===== config.mk =====
export PLATFORM = sky130hd
export DESIGN_NAME = imm_narrow
export DESIGN_NICKNAME = d
export VERILOG_FILES = /design/src/rtl/imm_narrow.sv
export SDC_FILE = /design/constraint.sdc
export NUM_CORES = 1
export LEC_CHECK = 0
export CAP_MARGIN = 20
export CORE_AREA = 2 2 59 61
export DETAILED_ROUTE_END_ITERATION = 10
export DIE_AREA = 0 0 61 63
export GPL_TIMING_DRIVEN = 0
export PLACE_DENSITY = 0.77
export SYNTH_ARGS = -nofsm -noshare
export SYNTH_HDL_FRONTEND = slang
export SYNTH_SLANG_ARGS = --single-unit

===== constraint.sdc =====
create_clock -name clk -period 3.4 [get_ports clk]
set_clock_uncertainty 0.2 [all_clocks]
set_input_delay 0.51 -clock clk [delete_from_list [all_inputs] [get_ports clk]]
set_output_delay 0.51 -clock clk [all_outputs]
set_load 0.03 [all_outputs]

===== src/rtl/imm_narrow.sv =====
// Narrows signed IN_W-bit values to a signed OUT_W-bit immediate field, with saturate/wrap
// overflow handling, a 2-entry in-order output buffer and a saturating overflow counter.
module imm_narrow #(
  parameter int unsigned IN_W  = 32,
  parameter int unsigned OUT_W = 6,
  parameter int unsigned CNT_W = 8
) (
  input  logic             clk,
  input  logic             rst,
  input  logic             in_valid,
  output logic             in_ready,
  input  logic [IN_W-1:0]  in_data,
  input  logic             sat_mode,
  output logic             out_valid,
  input  logic             out_ready,
  output logic [OUT_W-1:0] out_data,
  output logic             out_ovf,
  output logic [CNT_W-1:0] ovf_count,
  input  logic             clr_count
);

  // Bits that must all equal the field's sign bit for the value to fit.
  logic [IN_W-OUT_W:0] upper_bits;
  logic                fits;
  logic [OUT_W-1:0]    sat_val;
  logic [OUT_W-1:0]    narrow_data;
  logic                narrow_ovf;

  assign upper_bits  = in_data[IN_W-1:OUT_W-1];
  assign fits        = (&upper_bits) | ~(|upper_bits);
  assign sat_val     = {in_data[IN_W-1], {(OUT_W-1){~in_data[IN_W-1]}}};
  assign narrow_ovf  = ~fits;
  assign narrow_data = (narrow_ovf && sat_mode) ? sat_val : in_data[OUT_W-1:0];

  // The head entry lives directly in the output register so that out_data/out_ovf hold their
  // last value when the buffer drains; the second entry waits in the tail register.
  logic [1:0]       occ_q, occ_d;
  logic [OUT_W-1:0] head_data_q, head_data_d;
  logic             head_ovf_q, head_ovf_d;
  logic [OUT_W-1:0] tail_data_q, tail_data_d;
  logic             tail_ovf_q, tail_ovf_d;
  logic [CNT_W-1:0] cnt_q, cnt_d;
  logic             push;
  logic             pop;

  assign in_ready  = (occ_q != 2'd2);
  assign out_valid = (occ_q != 2'd0);
  assign out_data  = head_data_q;
  assign out_ovf   = head_ovf_q;
  assign ovf_count = cnt_q;

  assign push = in_valid & in_ready;
  assign pop  = out_valid & out_ready;

  always_comb begin
    occ_d       = occ_q;
    head_data_d = head_data_q;
    head_ovf_d  = head_ovf_q;
    tail_data_d = tail_data_q;
    tail_ovf_d  = tail_ovf_q;
    unique case ({push, pop})
      2'b10: begin
        if (occ_q == 2'd0) begin
          head_data_d = narrow_data;
          head_ovf_d  = narrow_ovf;
        end else begin
          tail_data_d = narrow_data;
          tail_ovf_d  = narrow_ovf;
        end
        occ_d = occ_q + 2'd1;
      end
      2'b01: begin
        if (occ_q == 2'd2) begin
          head_data_d = tail_data_q;
          head_ovf_d  = tail_ovf_q;
        end
        occ_d = occ_q - 2'd1;
      end
      2'b11: begin
        // Only reachable at occupancy 1: the new entry replaces the departing head.
        head_data_d = narrow_data;
        head_ovf_d  = narrow_ovf;
      end
      default: ;
    endcase
  end

  always_comb begin
    cnt_d = cnt_q;
    if (clr_count) begin
      cnt_d = '0;
    end else if (push && narrow_ovf && (cnt_q != {CNT_W{1'b1}})) begin
      cnt_d = cnt_q + CNT_W'(1);
    end
  end

  always_ff @(posedge clk) begin
    if (rst) begin
      occ_q       <= 2'd0;
      head_data_q <= '0;
      head_ovf_q  <= 1'b0;
      tail_data_q <= '0;
      tail_ovf_q  <= 1'b0;
      cnt_q       <= '0;
    end else begin
      occ_q       <= occ_d;
      head_data_q <= head_data_d;
      head_ovf_q  <= head_ovf_d;
      tail_data_q <= tail_data_d;
      tail_ovf_q  <= tail_ovf_d;
      cnt_q       <= cnt_d;
    end
  end

endmodule

==> metrics.txt <==
HPWL after detailed placement 2835 um; post-synth top area share 35.65%; met3 wire length 115 um; peak fanout along the critical path 10; area of the die 3843 um2; Pleak 0.0007433 uW; Syn Nets 198; vias in the first global route 1,426; Post-synth top cells dfxtp_1, nor2_1, nand2_1, o21ai_0, nor4_1; post-synthesis async set-or-reset flop share 0%; PD cells 534.0 nW/um2; largest net degree at the start of global routing 14; RSZ-0062 raised after global routing false; Skew-Pair Late Insertion Delay 310 ps; initial antenna violation count 0; post-route ant nets 0; max-slew violations 0; met2 routed WL 1940 um; CTS Buffer Depth 2; antenna diode count 0; top post-synthesis cells by area dfxtp_1, mux2i_1, o21ai_0, nor4_1, nor2_1; I/O Buffers 54; post-layout min period 2821 ps; final RePlAce weighted congestion 0.8560; WL met1 1407 um; Cell variety after synth 40; Post-CTS Setup Bufs 0; Area growth, synth to finish 47.08%; synthesized area per cell 8.638 um2; most common cell in the netlist dfxtp_1; post-synth top area cell dfxtp_1; crit share post-route 82.97%; Critical Path Sink Type flop; cell with the largest stage delay on the worst path dfxtp_1; count of flip-flops with a built-in enable after synthesis 0; Final nets 257; routed via count 1,386; # DRC 0; CP Class flop to flop; root buf cell clkbuf_4; Worst path max stage delay 390 ps; clock-pin slew on the worst setup and hold paths 130 ps; status finished, final reports clean; Syn Inst Count 156; CTS tree built; uppermost routed layer met3; Startpoint Class flop; Setup TNS 0 ps; cell area after synthesis 1348 um2; Core ar. 3232 um2; Tightest Pin Transition 499.9 ps; Main synth FF type dfxtp_1; CP dominant cell by count nor2_1; HP Class flop to flop; worst path cell trace or2_2 > nand2_1 > inv_1 > ha_1 > buf_2 > mux2_2 > o22a_1 > nor2_1 > nor2_1 > a22o_1; hold buffers post-CTS 0; Vias/cell 5.331; Core Util, Final 61.32%; Largest delay share family, worst path simple AND/OR/NAND/NOR gates; row count 21; VDD IR max 0.4286 mV; Hold WS 293.6 ps; GRT overflow 0; initial drt markers 91; first-pass GRT wire length 5858 um; H-tree depth 1; final setup fails 0; Hold Vio Cnt, Final 0; worst path buffer plus inverter count 2; final WL 3463 um; register area share after synthesis 35.65%; DR pass1 iterations 4; gr usage total 19.32%; Die Wd 61 um; filler cell count 299; Ys Warns 0; CP arrival 2840 ps; layout cell share with drive strength beyond 1 7.944%; #FFs+latches synth 24; max-cap violations 0; initial core utilization 41.70%; clock tree sinks 24; worst endpoint required time 3420 ps; DR WL/cell 13.32 um; PostCTS Resize Cnt 0; Num CTS Buffers 3; Peak Freq 354.5 MHz; Die Ht 63 um; I/O pin total 55; slew margin rel. 65.81%
## routing by layer
metal	vias to the layer above	global-route usage [%]
li1	699	-
met1	660	21.02
met2	27	36.42
met3	0	3.934
met4	0	4.620
met5	-	0
## power by group
part,internal [uW],leakage [uW],switching [uW]
Sequential,350,0.000196,44.5
Clock,65.5,0.0000210,84.5
Combinational,237,0.000526,277
Total,653,0.000743,406
## layout make-up
cell class / count / area [um2] / area share, %
repair buffers: 54 / 540.5 / 27.27
clock buffers: 4 / 36.28 / 1.831
flip-flops and latches: 24 / 480.5 / 24.24
inverters: 4 / 15.01 / 0.7576
multi-input cells: 122 / 817.0 / 41.22
well taps: 46 / 57.56 / 2.904
plain buffers: 6 / 35.03 / 1.768
## cell families (layout without fill, tap and decap cells)
group	after synthesis	after routing	synth area share, %
AOI/OAI and AO/OA	36	36	18.29
xor gates and xnor gates	8	8	5.200
adders and majority gates	4	4	3.714
buffers and inverters	10	68	3.713
DFF	24	24	35.65
muxes	8	8	6.035
and+or+nand+nor	66	66	27.39
## worst reg2reg max path: stages (launching register included)
cell and delay (ps):
dfxtp_1 390, or2_2 350, nand2_1 130, inv_1 60, ha_1 180, buf_2 190, mux2_2 280, o22a_1 200
nor2_1 310, nor2_1 180, a22o_1 270
## registers in the layout, summed over array words and instances, names as in the netlist
name	count
ovf_count	8
out_data	6
tail_data_q	6
occ_q	2
out_ovf	1
tail_ovf_q	1
## stage by stage
| step | area (um2) | setup slack, ps | total power [uW] | cells |
|---|---|---|---|---|
| floorplan | 1348 | 809.4 | 714.2 | 156 |
| global placement | 1946 | 422.6 | 890.4 | 256 |
| detailed placement | 1946 | 364.1 | 912.3 | 256 |
| CTS | 1982 | 604.5 | 1064 | 260 |
| global route | 1982 | 464.3 | 1129 | 260 |
| finish | 1982 | 579.1 | 1058 | 260 |
## worst paths after layout
| path | startpoint | endpoint | slack, ps | cells after the start |
|---|---|---|---|---|
| max | occ_q[0] | out_data[1] | 580 | 10 |
| min | out_data[3] | out_data[3] | 290 | 1 |
| max reg2reg | occ_q[0] | out_data[1] | 580 | 10 |
| min reg2reg | out_data[3] | out_data[3] | 290 | 1 |
## layout by cell type, fill, tap and decap left out, drive strengths merged
cell type	Yosys	final
o22a	1	1
a31oi	3	3
mux2	1	1
nor3b	1	1
a41o	2	2
nand3	6	6
or2b	1	1
inv	4	4
and3	1	1
a22o	5	5
nand3b	2	2
o211ai	1	1
buf	2	2
and2	4	4
a2111oi	1	1
nor4	10	10
mux2i	7	7
nand4	7	7
o21a	1	1
clkdlybuf4s50	0	54
dfxtp	24	24
o311a	1	1
a21oi	8	8
clkbuf	4	8
a31o	1	1
ha	4	4
nor3	4	4
nor4b	1	1
nor2	15	15
o21ai	12	12
or2	2	2
nand2	12	12
xor2	3	3
xnor2	5	5
(Power assumes the default switching activity.)
